**src/rtl/interrupt_scheduler_pkg.sv**
```systemverilog
// Shared types and constants for the interrupt scheduler: instruction width,
// the idle/NOP instruction value and the injection FSM state encoding.
package interrupt_scheduler_pkg;

    localparam int INSTR_W = 32;

    localparam logic [INSTR_W-1:0] IRQ_NOP = 32'h0;

    typedef enum logic [1:0] {
        IDLE  = 2'd0,
        ISSUE = 2'd1,
        GAP   = 2'd2
    } sched_state_t;

endpackage

```
**src/rtl/interrupt_scheduler_if.sv**
```systemverilog
// Bundle of the request side (per-source valid/instr/ready) and the CPU side
// (inject_en, injected instruction, pulse, status) of the interrupt scheduler.
interface interrupt_scheduler_if #(
    parameter int NUM_SRC    = 4,
    parameter int FIFO_DEPTH = 4
);
    import interrupt_scheduler_pkg::*;

    localparam int COUNT_W = $clog2(FIFO_DEPTH + 1);

    logic [NUM_SRC-1:0]         src_valid;
    logic [INSTR_W*NUM_SRC-1:0] src_instr;
    logic [NUM_SRC-1:0]         src_ready;
    logic                       inject_en;
    logic [INSTR_W-1:0]         interrupt_instruction;
    logic                       inject_pulse;
    logic [COUNT_W-1:0]         fifo_count;
    logic                       busy;

    modport master (
        output src_valid, src_instr, inject_en,
        input  src_ready, interrupt_instruction, inject_pulse, fifo_count, busy
    );

    modport slave (
        input  src_valid, src_instr, inject_en,
        output src_ready, interrupt_instruction, inject_pulse, fifo_count, busy
    );

endinterface

```
**src/rtl/interrupt_scheduler_isr_fifo.sv**
```systemverilog
// Synchronous FIFO holding pending interrupt instructions. dout always shows
// the head entry; push when full and pop when empty are ignored.
module isr_fifo
    import interrupt_scheduler_pkg::*;
#(
    parameter int DEPTH = 4,
    parameter int WIDTH = INSTR_W,
    localparam int PTR_W   = $clog2(DEPTH),
    localparam int COUNT_W = $clog2(DEPTH + 1)
) (
    input  logic               clock,
    input  logic               reset,
    input  logic               push,
    input  logic               pop,
    input  logic [WIDTH-1:0]   din,
    output logic [WIDTH-1:0]   dout,
    output logic [COUNT_W-1:0] count,
    output logic               full,
    output logic               empty
);

    logic [WIDTH-1:0] mem [DEPTH];
    logic [PTR_W-1:0] wr_ptr;
    logic [PTR_W-1:0] rd_ptr;
    logic             push_ok;
    logic             pop_ok;

    assign full    = (count == COUNT_W'(DEPTH));
    assign empty   = (count == '0);
    assign push_ok = push && !full;
    assign pop_ok  = pop && !empty;
    assign dout    = mem[rd_ptr];

    // Storage array; no reset needed since count gates what is visible.
    always_ff @(posedge clock) begin
        if (push_ok) begin
            mem[wr_ptr] <= din;
        end
    end

    // Pointers wrap naturally because DEPTH is a power of two.
    always_ff @(posedge clock or negedge reset) begin
        if (!reset) begin
            wr_ptr <= '0;
            rd_ptr <= '0;
            count  <= '0;
        end else begin
            if (push_ok) begin
                wr_ptr <= wr_ptr + 1'b1;
            end
            if (pop_ok) begin
                rd_ptr <= rd_ptr + 1'b1;
            end
            case ({push_ok, pop_ok})
                2'b10:   count <= count + 1'b1;
                2'b01:   count <= count - 1'b1;
                default: count <= count;
            endcase
        end
    end

endmodule

```
**src/rtl/interrupt_scheduler.sv**
```systemverilog
// Round-robin arbitration of interrupt sources into a pending FIFO, and an
// IDLE/ISSUE/GAP FSM that injects one instruction at a time with a forced
// idle gap so each injection drains the CPU pipeline before the next.
module interrupt_scheduler
    import interrupt_scheduler_pkg::*;
#(
    parameter int NUM_SRC    = 4,
    parameter int FIFO_DEPTH = 4,
    parameter int GAP_CYCLES = 4
) (
    input  logic                  clock,
    input  logic                  reset,
    interrupt_scheduler_if.slave  bus
);

    localparam int PTR_W   = (NUM_SRC > 1) ? $clog2(NUM_SRC) : 1;
    localparam int COUNT_W = $clog2(FIFO_DEPTH + 1);
    localparam int GAP_W   = (GAP_CYCLES > 1) ? $clog2(GAP_CYCLES) : 1;
    localparam logic [GAP_W-1:0] GAP_INIT = (GAP_CYCLES > 0) ? GAP_W'(GAP_CYCLES - 1) : '0;

    logic [INSTR_W-1:0] instr_arr [NUM_SRC];
    logic [PTR_W-1:0]   rr_ptr;
    logic [NUM_SRC-1:0] grant;
    logic [PTR_W-1:0]   grant_idx;
    logic [PTR_W:0]     cand;
    logic               found;
    logic               push;
    logic [INSTR_W-1:0] push_data;

    logic               pop;
    logic [INSTR_W-1:0] fifo_head;
    logic [COUNT_W-1:0] fifo_count;
    logic               fifo_full;
    logic               fifo_empty;

    sched_state_t       state;
    logic [GAP_W-1:0]   gap_cnt;
    logic [INSTR_W-1:0] instr_q;
    logic               pulse_q;

    for (genvar i = 0; i < NUM_SRC; i++) begin : g_unpack
        assign instr_arr[i] = bus.src_instr[INSTR_W*i +: INSTR_W];
    end

    // Grant the first valid source at or after rr_ptr, only while the FIFO
    // has a free slot by its registered count and reset is released.
    always_comb begin
        grant     = '0;
        grant_idx = '0;
        found     = 1'b0;
        cand      = '0;
        push_data = IRQ_NOP;
        if (reset && !fifo_full) begin
            for (int k = 0; k < NUM_SRC; k++) begin
                cand = {1'b0, rr_ptr} + (PTR_W+1)'(k);
                if (cand >= (PTR_W+1)'(NUM_SRC)) begin
                    cand = cand - (PTR_W+1)'(NUM_SRC);
                end
                if (!found && bus.src_valid[cand[PTR_W-1:0]]) begin
                    found                    = 1'b1;
                    grant[cand[PTR_W-1:0]]   = 1'b1;
                    grant_idx                = cand[PTR_W-1:0];
                    push_data                = instr_arr[cand[PTR_W-1:0]];
                end
            end
        end
    end

    assign push          = found;
    assign bus.src_ready = grant;

    // Advance the round-robin pointer past the source just accepted.
    always_ff @(posedge clock or negedge reset) begin
        if (!reset) begin
            rr_ptr <= '0;
        end else if (push) begin
            rr_ptr <= (grant_idx == PTR_W'(NUM_SRC - 1)) ? '0 : grant_idx + 1'b1;
        end
    end

    assign pop = (state == IDLE) && !fifo_empty && bus.inject_en;

    isr_fifo #(
        .DEPTH (FIFO_DEPTH),
        .WIDTH (INSTR_W)
    ) u_fifo (
        .clock (clock),
        .reset (reset),
        .push  (push),
        .pop   (pop),
        .din   (push_data),
        .dout  (fifo_head),
        .count (fifo_count),
        .full  (fifo_full),
        .empty (fifo_empty)
    );

    // Injection FSM: one ISSUE cycle carrying the instruction, then GAP_CYCLES
    // idle cycles during which inject_en is deliberately ignored.
    always_ff @(posedge clock or negedge reset) begin
        if (!reset) begin
            state   <= IDLE;
            gap_cnt <= '0;
            instr_q <= IRQ_NOP;
            pulse_q <= 1'b0;
        end else begin
            case (state)
                IDLE: begin
                    if (pop) begin
                        instr_q <= fifo_head;
                        pulse_q <= 1'b1;
                        state   <= ISSUE;
                    end else begin
                        instr_q <= IRQ_NOP;
                        pulse_q <= 1'b0;
                    end
                end
                ISSUE: begin
                    instr_q <= IRQ_NOP;
                    pulse_q <= 1'b0;
                    if (GAP_CYCLES == 0) begin
                        state <= IDLE;
                    end else begin
                        state   <= GAP;
                        gap_cnt <= GAP_INIT;
                    end
                end
                GAP: begin
                    if (gap_cnt == '0) begin
                        state <= IDLE;
                    end else begin
                        gap_cnt <= gap_cnt - 1'b1;
                    end
                end
                default: begin
                    state   <= IDLE;
                    instr_q <= IRQ_NOP;
                    pulse_q <= 1'b0;
                end
            endcase
        end
    end

    assign bus.interrupt_instruction = instr_q;
    assign bus.inject_pulse          = pulse_q;
    assign bus.fifo_count            = fifo_count;
    assign bus.busy                  = (fifo_count != '0) || (state != IDLE);

endmodule

```
**src/flat_wrapper.sv**
```systemverilog
// flat-port wrapper written by rule: the top's interface ports become plain ports
module interrupt_scheduler_flat import interrupt_scheduler_pkg::*;
#(
    parameter int NUM_SRC    = 4,
    parameter int FIFO_DEPTH = 4,
    parameter int GAP_CYCLES = 4
)
  (clock, reset, bus_src_valid, bus_src_instr, bus_inject_en, bus_src_ready, bus_interrupt_instruction, bus_inject_pulse, bus_fifo_count, bus_busy);
  interrupt_scheduler_if #(.NUM_SRC(NUM_SRC), .FIFO_DEPTH(FIFO_DEPTH)) bus_i ();
  input  logic clock;
  input  logic reset;
  input wire logic [$bits(bus_i.src_valid)-1:0] bus_src_valid;
  input wire logic [$bits(bus_i.src_instr)-1:0] bus_src_instr;
  input wire logic [$bits(bus_i.inject_en)-1:0] bus_inject_en;
  output wire logic [$bits(bus_i.src_ready)-1:0] bus_src_ready;
  output wire logic [$bits(bus_i.interrupt_instruction)-1:0] bus_interrupt_instruction;
  output wire logic [$bits(bus_i.inject_pulse)-1:0] bus_inject_pulse;
  output wire logic [$bits(bus_i.fifo_count)-1:0] bus_fifo_count;
  output wire logic [$bits(bus_i.busy)-1:0] bus_busy;
  assign bus_i.src_valid = bus_src_valid;
  assign bus_i.src_instr = bus_src_instr;
  assign bus_i.inject_en = bus_inject_en;
  assign bus_src_ready = bus_i.src_ready;
  assign bus_interrupt_instruction = bus_i.interrupt_instruction;
  assign bus_inject_pulse = bus_i.inject_pulse;
  assign bus_fifo_count = bus_i.fifo_count;
  assign bus_busy = bus_i.busy;
  interrupt_scheduler #(.NUM_SRC(NUM_SRC), .FIFO_DEPTH(FIFO_DEPTH), .GAP_CYCLES(GAP_CYCLES)) u_core (.clock(clock), .reset(reset), .bus(bus_i));
endmodule
```
**config.mk**
```make
export PLATFORM = sky130hd
export DESIGN_NAME = interrupt_scheduler_flat
export DESIGN_NICKNAME = d
export VERILOG_FILES = /design/src/rtl/interrupt_scheduler_pkg.sv /design/src/rtl/interrupt_scheduler_if.sv /design/src/rtl/interrupt_scheduler_isr_fifo.sv /design/src/rtl/interrupt_scheduler.sv /design/src/flat_wrapper.sv
export SDC_FILE = /design/constraint.sdc
export NUM_CORES = 1
export LEC_CHECK = 0
export ABC_AREA = 1
export BUFFER_PORTS_ARGS = -buffer_cell sky130_fd_sc_hd__buf_2
export CAP_MARGIN = 15
export CELL_PAD_IN_SITES_DETAIL_PLACEMENT = 0
export CELL_PAD_IN_SITES_GLOBAL_PLACEMENT = 2
export CORE_MARGIN = 5
export CORE_UTILIZATION = 36
export DETAILED_ROUTE_END_ITERATION = 10
export GPL_TIMING_DRIVEN = 0
export PLACE_DENSITY_LB_ADDON = 0.1
export SETUP_SLACK_MARGIN = 0.4
export SLEW_MARGIN = 20
export SYNTH_ARGS = -nofsm -noshare
export SYNTH_HDL_FRONTEND = slang
export SYNTH_HIERARCHICAL = 1
export SYNTH_SLANG_ARGS = --single-unit
```
**constraint.sdc**
```tcl
create_clock -name clock -period 9.45 [get_ports clock]
set_input_delay 0 -clock clock [delete_from_list [all_inputs] [get_ports clock]]
set_output_delay 0 -clock clock [all_outputs]
set_load 0.05 [all_outputs]
```
==> results.txt <==
Flops & latches, synth: 174
Mapped cell area: 0.01127 sq mm
Worst Max-Slew Pin Slew: 0.7252 ns
Largest net degree at the start of global routing: 48
Met1 usage: 29.55%
Initial antenna violation count: 1
Syn Inst Count: 1,420
Area contributors post-synth: edfxtp_1 34%, nand2_1 14%, dfrtp_1 10%, o21ai_0 8.8%, o211ai_1 6.1%
Fillers: 3,187
PD cells: 407.5 mW/mm^2
Chip Width: 186.9 um
Die area: 0.03495 sq mm
Most Used Layer, Global Route: met2
Syn Nets: 1,568
CTS buffer count: 17
Max FO, Critical Path: 17
Area growth, synth to finish: 18.51%
Worst Hold Class: primary input to async pin
Fmax: 0.2148 GHz
Async set-reset flop share out of synthesis: 26.44%
Skew final: 0.01487 ns
Minimum clock period: 4.656 ns
Netlist cell types: 38
Kind of end point of the critical path: register
Post-synth top area cell: edfxtp_1
Avg Inst Size Synth: 7.937 sq um
I/O Pins: 176
Max_cap viols: 0
Via Count: 10,410
Post-CTS setup buffer count: 0
First-pass GRT wire length: 60,190 um
Hold Violations, Final: 0
Sequential cell area fraction in the yosys report: 44.32%
H-tree depth: 4
Buf+Inv Stages, Crit Path: 7
Most common cell after layout, fill and taps aside: nand2_1
CTS tree: done
Initial Utilization: 36.65%
VDD IR-drop max: 0.1578 mV
Remaining Overflow, GRT: 0
Top FF cell, synth: edfxtp_1
Warnings from Yosys: 6
Share of cells above drive strength 1: 17.88%
Num rows: 64
Drt total wl: 39,040 um
Nets: 1,768
Most frequent cells in the layout: 410 x nand2_1, 201 x buf_2, 198 x o21ai_0, 161 x inv_1, 128 x edfxtp_1
RSZ-0062 raised after global routing: false
Initial DRC Count: 672
Post-synth EDFFs: 128
DR vias/cell: 5.131
Slowest Stage Delay on Critical Path: 0.64 ns
Routability cong.: 0.8562
Worst Setup Start Kind: register
Dpl cell area: 0.01278 sq mm
Clock Pin Slew Worst Setup and Hold Paths: 0.07 ns
Cell mode on critical path: nand2_1
DRC violations left: 0
# clock sinks: 174
Max-slew headroom: 51.65%
Leak Pwr: 6.228 nW
Final critical-path share of the clock period: 49.27%
Util after Layout: 43.44%
Routed Antenna Nets: 0
Port bufs: 175
Fin Setup TNS: 0 ns
Crit-path cells: inv_2 -> clkbuf_1 -> clkbuf_1 -> ha_1 -> inv_1 -> nand2_1 -> nand2_1 -> inv_1 -> nand4_1 -> nand2_1 -> inv_1 -> nand2_1 -> nor2_4 -> buf_16
Wirelength per Cell: 19.24 um
Post-synth top area share: 34.10%
Worst path top cell family by delay: buffers and inverters
Drt first pass iters: 4
CTS Buffer Depth: 2
Root Buffer: clkbuf_16
GR met3 Demand/Resource: 2.688%
Final setup viols: 0
CP arrival: 4.78 ns
WS Path Type: register to register
DP HPWL: 30,190 um
Critical Path RT: 9.58 ns
Max stage delay cell, worst path: nor2_4
GR Layer Usage met2: 38.09%
Worst skew pair latency: 0.42 ns
Overall routing resource usage: 21.91%
Final instance area: 0.01336 sq mm
Dpl cells: 1,995
Die outline height: 186.9 um
Fin. max-slew vios: 0
Status: finished clean
Diode count: 0
Core area: 0.03075 sq mm
Layout Cells excl Fill: 2,029
Vias in the first global route: 10,340
per-layer routing:
metal	wire length, um	up-vias
met5	0	-
met4	526	0
met3	1786	25
met2	19060	301
met1	17670	4884
li1	-	5200
final cells by class:
| cell class | instances | area (sq um) | share of cell area, % |
|---|---|---|---|
| Multi-Input combinational cell | 979 | 5085 | 38.07 |
| Sequential cell | 174 | 4995 | 37.40 |
| Timing Repair Buffer | 181 | 1008 | 7.550 |
| Inverter | 166 | 628.1 | 4.703 |
| Buffer | 101 | 593.1 | 4.440 |
| Tap cell | 396 | 495.5 | 3.710 |
| Clock buffer | 19 | 432.9 | 3.241 |
| Clock inverter | 13 | 118.9 | 0.8899 |
flip-flops by register name, indices dropped and copies added, names as in the netlist:
signal	flops
u_core/rr_ptr	2
u_core/bus.inject_pulse	1
u_core/bus.interrupt_instruction	32
u_core/u_fifo/mem	128
u_core/u_fifo/count	3
u_core/state	2
u_core/u_fifo/rd_ptr	2
u_core/gap_cnt	2
u_core/u_fifo/wr_ptr	2
cells by family (layout without fill, tap and decap cells):
kind of cell | count (synthesis) | after routing | synth area share (%)
buffers and inverters | 267 | 480 | 10.83
AO/OA/AOI/OAI | 397 | 397 | 21.86
multiplexers | 16 | 16 | 1.421
AND/OR/NAND/NOR | 552 | 552 | 19.98
XOR/XNOR | 1 | 1 | 0.07772
adder cells (fa/ha/maj) | 13 | 13 | 1.510
flip-flops | 174 | 174 | 44.32
path summary, 6_finish.rpt:
check	from	depth (start not counted)	end	slack [ns]
worst max-delay path	u_core/rr_ptr[1]	14	u_core/u_fifo/mem[0][11]	4.79
worst min-delay path	reset	2	u_core/u_fifo/count[2]	0.15
worst max register to register	u_core/rr_ptr[1]	14	u_core/u_fifo/mem[0][11]	4.79
worst min register to register	u_core/bus.interrupt_instruction[23]	1	u_core/bus.interrupt_instruction[23]	0.50
max in group asynchronous	reset	2	u_core/bus.interrupt_instruction[18]	8.86
min in group clock	bus_src_valid[1]	7	u_core/rr_ptr[1]	0.23
metrics by stage:
stage	total power (W)	hold slack, ns	setup WS [ns]
after detailed placement	0.004794	0.06968	4.823
final	0.005442	0.1456	4.794
after CTS	0.005445	0.1561	4.764
after global routing	0.005854	0.2139	4.464
after global placement	0.004738	0.2674	3.227
after floorplan	0.003666	-0.2956	5.398
repair_timing:
action / CTS / global route
hold endpoints to repair: 47 / 0
resized for setup: 0 / 0
hold buffers: 2 / 0
report_power, final:
| part | internal, W | total [W] | switching [W] |
|---|---|---|---|
| registers | 0.00123 | 0.00134 | 0.000105 |
| logic | 0.000982 | 0.00346 | 0.00248 |
| clock network | 0.000363 | 0.000645 | 0.000282 |
cell usage after synthesis, drive strengths merged, types with 12 or more instances:
library cell,instances
edfxtp,128
a21oi,21
inv,166
clkbuf,41
o211ai,92
buf,60
nor2,92
nand3,38
nand2,415
a22o,32
o21ai,213
dfrtp,46
a211oi,27
ha,12
mux2i,16
Note: power is estimated with default switching activity, not from simulation.
